==> config.mk <==
export PLATFORM = sky130hd
export DESIGN_NAME = clk_divider_multi
export DESIGN_NICKNAME = d
export VERILOG_FILES = /design/src/rtl/clk_divider_multi.sv
export SDC_FILE = /design/constraint.sdc
export NUM_CORES = 1
export LEC_CHECK = 0
export CORE_MARGIN = 1.5
export CORE_UTILIZATION = 60
export DETAILED_ROUTE_END_ITERATION = 6
export PLACE_DENSITY = 0.77
export SETUP_SLACK_MARGIN = 0.02
export SYNTH_ARGS = -nofsm -noshare
export SYNTH_HDL_FRONTEND = slang
export SYNTH_SLANG_ARGS = --single-unit
==> constraint.sdc <==
create_clock -name incoming_CLK100MHZ -period 12.95 [get_ports incoming_CLK100MHZ]
set_input_delay 2.59 -clock incoming_CLK100MHZ [delete_from_list [all_inputs] [get_ports incoming_CLK100MHZ]]
set_output_delay 2.59 -clock incoming_CLK100MHZ [all_outputs]
set_load 0.01 [all_outputs]
==> src/rtl/clk_divider_multi.sv <==
// clk_divider_multi: N-channel programmable clock divider.
// Each channel counts 100 MHz cycles up to its divisor and produces a registered
// half-duty slow clock plus a one-cycle tick at the start of every output period.
// New divisors are held pending and only swapped in at a period boundary (wrap,
// sync or while disabled), so an output period is never cut short or stretched.

module clk_divider_multi #(
  parameter int N_CH        = 4,
  parameter int CTR_W       = 27,
  parameter int DEFAULT_DIV = 100_000,
  localparam int CH_W       = (N_CH > 1) ? $clog2(N_CH) : 1
) (
  input  logic              incoming_CLK100MHZ,
  input  logic              reset,
  input  logic [N_CH-1:0]   enable,
  input  logic              sync,
  input  logic              div_load,
  input  logic [CH_W-1:0]   div_ch,
  input  logic [CTR_W-1:0]  div_value,
  output logic [N_CH-1:0]   outgoing_CLK,
  output logic [N_CH-1:0]   tick
);

  logic [CTR_W-1:0] ctr        [N_CH];
  logic [CTR_W-1:0] div        [N_CH];
  logic [CTR_W-1:0] pend       [N_CH];
  logic [N_CH-1:0]  pend_valid;

  logic [CTR_W-1:0] load_val;
  logic [N_CH-1:0]  load_hit;
  logic [N_CH-1:0]  at_wrap;
  logic [N_CH-1:0]  at_half;
  logic [N_CH-1:0]  take_pend;

  // Decode loads and per-channel period events; an out-of-range div_ch matches no channel
  always_comb begin
    load_val  = (div_value < CTR_W'(2)) ? CTR_W'(2) : div_value;
    load_hit  = '0;
    at_wrap   = '0;
    at_half   = '0;
    take_pend = '0;
    for (int c = 0; c < N_CH; c++) begin
      load_hit[c]  = div_load && (div_ch == CH_W'(c));
      at_wrap[c]   = (ctr[c] == div[c] - 1'b1);
      at_half[c]   = (ctr[c] == (div[c] >> 1) - 1'b1);
      take_pend[c] = pend_valid[c] && (!enable[c] || sync || at_wrap[c]);
    end
  end

  // Per-channel counter, output/tick registers and pending-divisor handoff
  always_ff @(posedge incoming_CLK100MHZ or posedge reset) begin
    if (reset) begin
      for (int c = 0; c < N_CH; c++) begin
        ctr[c]  <= '0;
        div[c]  <= CTR_W'(DEFAULT_DIV);
        pend[c] <= CTR_W'(DEFAULT_DIV);
      end
      pend_valid   <= '0;
      outgoing_CLK <= '0;
      tick         <= '0;
    end else begin
      for (int c = 0; c < N_CH; c++) begin
        if (!enable[c]) begin
          ctr[c]          <= '0;
          outgoing_CLK[c] <= 1'b0;
          tick[c]         <= 1'b0;
        end else if (sync || at_wrap[c]) begin
          ctr[c]          <= '0;
          outgoing_CLK[c] <= 1'b0;
          tick[c]         <= 1'b1;
        end else if (at_half[c]) begin
          ctr[c]          <= ctr[c] + 1'b1;
          outgoing_CLK[c] <= 1'b1;
          tick[c]         <= 1'b0;
        end else begin
          ctr[c]          <= ctr[c] + 1'b1;
          tick[c]         <= 1'b0;
        end

        if (take_pend[c]) begin
          div[c] <= pend[c];
        end

        if (load_hit[c]) begin
          pend[c]       <= load_val;
          pend_valid[c] <= 1'b1;
        end else if (take_pend[c]) begin
          pend_valid[c] <= 1'b0;
        end
      end
    end
  end

endmodule

; ---- After elaboration in Yosys (flattened, before gate mapping)
; Cells that the tools add are included.
[totals]
reg_bits = 336
in_bits = 37
output_inout_bits = 8
wordCells = 115
[classes]
add_sub_neg = 12
order_cmp = 1
eq_ne = 15
n_mux = 37
reduce_logical = 29
[op_table]
columns = op, count
row1 = 27-bit two-way mux, 9
row2 = 27-bit equality test, 8
row3 = "27-bit by 1-bit adder with 27-bit output, second input constant", 4
row4 = "26-bit by 1-bit subtractor with 27-bit output, second input constant", 4
row5 = "27-bit by 1-bit subtractor with 27-bit output, second input constant", 4
row6 = 1-bit two-way mux, 28
row7 = "27-bit by 2-bit less-than comparator with 1-bit output, second input constant", 1
row8 = 1-bit logical OR, 12
row9 = "3-bit by 1-bit != test with 1-bit output, second input constant", 4
row10 = 1-bit logical AND, 8
row11 = 2-bit nonzero test, 4
row12 = "2-bit equality test, second input constant", 2
row13 = 1-bit logical NOT, 4
row14 = "2-bit by 1-bit equality test with 1-bit output, second input constant", 1
row15 = 2-bit logical NOT, 1

; ---- Depth between registers and ports, before layout
[depth]
ltp_word = 6
ltp_mapped = 13
ltp_nobuf = 10

; ---- Least setup slack after synthesis
; Ideal clock, no wire load.
[synth_path]
path_type = input to register
start = input enable[1]
end = register div[55] (netlist name)
setup_time_ns = 0.125
arrival_ns = 3.647
required_ns = 12.825
setup_slack_ns = 9.179
cell_stages = 5
path_buffers = 2
path_cell_list = nor2b_1 a21bo_1 buf_2 buf_2 mux2_2
[synth_via]
elab_chain_len = 4
[synth_rtl]
columns = item, line_no
row1 = start: declaration, 15  ; input logic [N_CH-1:0] enable,
row2 = 1-bit logical NOT, --
row3 = 1-bit logical OR (2 in a row), 46  ; take_pend[c] = pend_valid[c] && (!enable[c] || sync || at_wrap[c]);
row4 = 1-bit logical AND, 46
row5 = end signal: indexed assignment, 55  ; div[c] <= CTR_W'(DEFAULT_DIV);
row6 = end signal: indexed assignment, 81  ; div[c] <= pend[c];
row7 = end: declaration, 25  ; logic [CTR_W-1:0] div [N_CH];
; No other way between the ends.
; A chain may end at the register's enable or synchronous reset.

; ---- Final worst setup path
[layout_path]
start = register div[1] (netlist name)
end = register div[18] (netlist name)
[layout_via]
elab_chain_len = 4
[layout_rtl]
columns = item, line_no
row1 = 27-bit by 1-bit subtractor with 27-bit output, 44  ; at_wrap[c] = (ctr[c] == div[c] - 1'b1);
row2 = 27-bit equality test, 44
row3 = 1-bit logical OR, 46
row4 = 1-bit logical AND, 46
; No other way between the ends.

==> summary.md <==
| Metric | Value |
|---|---|
| DR DRC count | 0 |
| Nets | 2131 |
| Asr flop ratio synth | 100% |
| Number of synthesized register bits | 336 |
| Setup Crit Path Kind | reg2reg |
| Reg2Reg Setup Slack | 8370 ps |
| Synthesized area per cell | 9.60 um^2 |
| Crit Reg-Reg Startpoint | div[1]$_DFFE_PP0P_ |
| Internal power | 2.55 mW |
| CTS Hold Bufs | 0 |
| Post-synth cell types | 89 |
| CP Max Fanout | 30 |
| Fill cells | 2640 |
| Crit end category | flop |
| RSZ-0062 raised after global routing | no |
| Share of cells above drive strength 1 | 14.7% |
| Routed wl met2 | 22800 um |
| Vert. Die Dim | 189 um |
| Yosys warning total | 0 |
| CP startpoint kind | flop |
| Worst Max-Slew Pin Slew | 1170 ps |
| Buffers plus inverters on the worst setup path | 2 |
| Die width | 189 um |
| # Post-CTS Setup Buffers | 0 |
| Grt total ovfl | 0 |
| Skew-Pair Late Insertion Delay | 540 ps |
| F_max | 218 MHz |
| Hold Path Class | reg2reg |
| Clk sinks | 336 |
| Pin count of the biggest net entering global routing | 130 |
| Final setup vio count | 0 |
| CTS root buffer | clkbuf_16 |
| CTS tree | yes |
| Crit-path cells | inv_1 > ha_1 > or4b_1 > nor3_2 > nand3_1 > o41a_1 > or4_1 > o311ai_4 > buf_4 > nand2_4 > mux2_4 |
| Top sig layer | met5 |
| Sequential share of the synthesized area | 40.9% |
| Switch share | 34.6% |
| WL met1 | 22500 um |
| R2R cell count | 11 |
| Mapped Cells | 2155 |
| Total power | 3.90 mW |
| Max IR drop VDD | 133 uV |
| Hold EP | pend[97]$_DFFE_PP1P_ |
| Num ports | 45 |
| Clock slew at reported path FFs | 60 ps |
| Cts repair resizes | 0 |
| Detailed Place HPWL | 35500 um |
| Via count | 15780 |
| EDFF count, synth | 0 |
| Mapped cell area | 0.0207 mm^2 |
| Clock group share of total power | 30.3% |
| Req. time, crit path | 13370 ps |
| Period minus WS final | 4580 ps |
| Sw Pwr | 1.35 mW |
| IO buf count | 44 |
| CP peak stage delay | 620 ps |
| Routed Antenna Nets | 0 |
| Vias in the first global route | 15406 |
| Hold path startpoint | pend[97]$_DFFE_PP1P_ |
| Final Hold Viols | 0 |
| GRT Overall Usage | 28.3% |
| Worst hold stages | 2 |
| Average wire per standard cell | 19.5 um |
| Num rows | 67 |
| Setup_tns | 0 ps |
| Maximum clock path buffer count | 3 |
| Synth Net Count | 2204 |
| Footprint of the multi-input gates | 0.0114 mm^2 |
| Routed wire length | 49900 um |
| Maxcap violations | 0 |
| Slew Limit Fails | 0 |
| Drt initial violations | 1305 |
| Number of CTS-inserted buffers | 37 |
| Leakage | 8.97 nW |
| H-Tree Depth | 2 |
| Crit Reg-Reg Endpoint | div[18]$_DFFE_PP0P_ |
| Area contributors post-synth | dfrtp_1, xnor2_1, mux2_2, xor2_1, dfstp_2 |
| Critical Path Slowest Stage Cell | or4_1 |
| Logic pwr share | 28.5% |
| Register Area | 0.00847 mm^2 |
| Commonest non-fill, non-tap cell in the layout | dfrtp_1 |
| First-pass GRT wire length | 81700 um |
| Tcrit/Tclk final | 35.4% |
| Reg power frac | 41.3% |
| Relative slew slack | 21.3% |
| Post-synth top area share | 34.8% |
| Critical path data arrival time | 5000 ps |
| Antenna diodes | 0 |
| Commonest cells after routing, fill and taps aside | dfrtp_1, xnor2_1, nor2_1, nand2_1, xor2_1 |
| Gp weighted congestion | 0.980 |
| Die area | 0.0356 mm^2 |
| Initial antenna violation count | 1 |
| Critical path's top delay family | simple AND/OR/NAND/NOR gates |
| Outcome | finished, final reports clean |
| Area grow syn2layout | 8.59% |
| Cell taking the most area after synthesis | dfrtp_1 |
| PD cells | 173 mW/mm^2 |
| Clock Skew | 11.6 ps |
| DR pass1 iterations | 5 |
| Vias/cell | 6.17 |
| Main synth FF type | dfrtp_1 |
| Initial core utilization | 61.3% |
| Core area | 0.0338 mm^2 |
| DR WL met3 | 3370 um |
-- registers in the layout, indices dropped and copies added (netlist names) --
name	count
div	108
tick	4
pend_valid	4
pend	108
outgoing_CLK	4
ctr	108
-- final cells by class --
| cell class | instances | share of cell area (%) |
|---|---|---|
| Clock buffer | 52 | 4.96 |
| Multi-Input combinational cell | 1619 | 50.8 |
| Sequential cell | 336 | 37.7 |
| Inverter | 33 | 0.585 |
| Tap cell | 448 | 2.49 |
| Clock inverter | 16 | 1.19 |
| Timing Repair Buffer | 55 | 2.33 |
-- routing by layer --
metal / vias up / global-route usage [%]
met2: 543 / 44.9
met5: - / 0.962
li1: 7348 / -
met3: 98 / 4.99
met4: 2 / 8.00
met1: 7789 / 39.8
-- worst reg2reg max path, delay by kind of cell, from the launching register on --
family | cells | cell delay [ps]
AO/OA/AOI/OAI | 2 | 760
adder cells (fa/ha/maj) | 1 | 330
buffers and inverters | 2 | 490
flip-flops | 1 | 460
multiplexers | 1 | 410
AND/OR/NAND/NOR | 5 | 1990
-- cell families after synthesis --
group,count (synthesis),share of synthesized area [%]
fa+ha+maj,12,0.725
flops,336,40.9
simple gates,827,20.4
buf+inv,200,3.98
mux,197,11.0
xor+xnor,373,15.8
compound gates,210,7.19
-- power by group through the flow --
stage	registers (mW)	logic (mW)	clock network, mW
6_report	1.61	1.11	1.18
5_1_grt	1.64	1.23	1.24
4_1_cts	1.60	1.10	1.20
3_5_place_dp	1.62	1.08	0
3_3_place_gp	1.61	1.05	0
2_1_floorplan	1.37	1.06	0
-- stage by stage --
step / instance area [um^2] / utilization, % / instances / setup WS (ps) / hold WS (ps)
2_1_floorplan: 20700 / - / 2155 / 1130 / 437
3_3_place_gp: 21100 / 62.4 / 2491 / 8090 / 445
3_5_place_dp: 21100 / 62.4 / 2491 / 7950 / 447
4_1_cts: 22500 / 66.5 / 2559 / 8460 / 457
5_1_grt: 22500 / 66.5 / 2559 / 8160 / 475
6_report: 22500 / 66.5 / 2559 / 8370 / 455
-- cells in the mapped netlist, types with 25 or more instances --
master      n
nor3_1     60
dfrtp_1   288
inv_1      33
mux2_2    141
clkbuf_1  132
xor2_1    159
nand2_1   187
o21ai_0    35
mux2_1     25
nand3_1    84
nand4_1    32
and3_1     36
a31oi_1    25
nor4_1     56
xnor2_1   214
a21oi_1    38
dfstp_2    48
nor2_1    213
-- worst max path at each step --
| stage | cells past startpoint | start | to |
|---|---|---|---|
| finish | 11 | div[1]$_DFFE_PP0P_ | div[18]$_DFFE_PP0P_ |
| global route | 11 | div[1]$_DFFE_PP0P_ | div[14]$_DFFE_PP0P_ |
| CTS | 11 | div[1]$_DFFE_PP0P_ | div[11]$_DFFE_PP0P_ |
| detailed placement | 4 | sync | pend_valid[2]$_DFFE_PP0P_ |
| global placement | 4 | sync | pend_valid[2]$_DFFE_PP0P_ |
| floorplan | 1 | reset | ctr[0]$_DFF_PP0_ |
(Power assumes the default switching activity.)
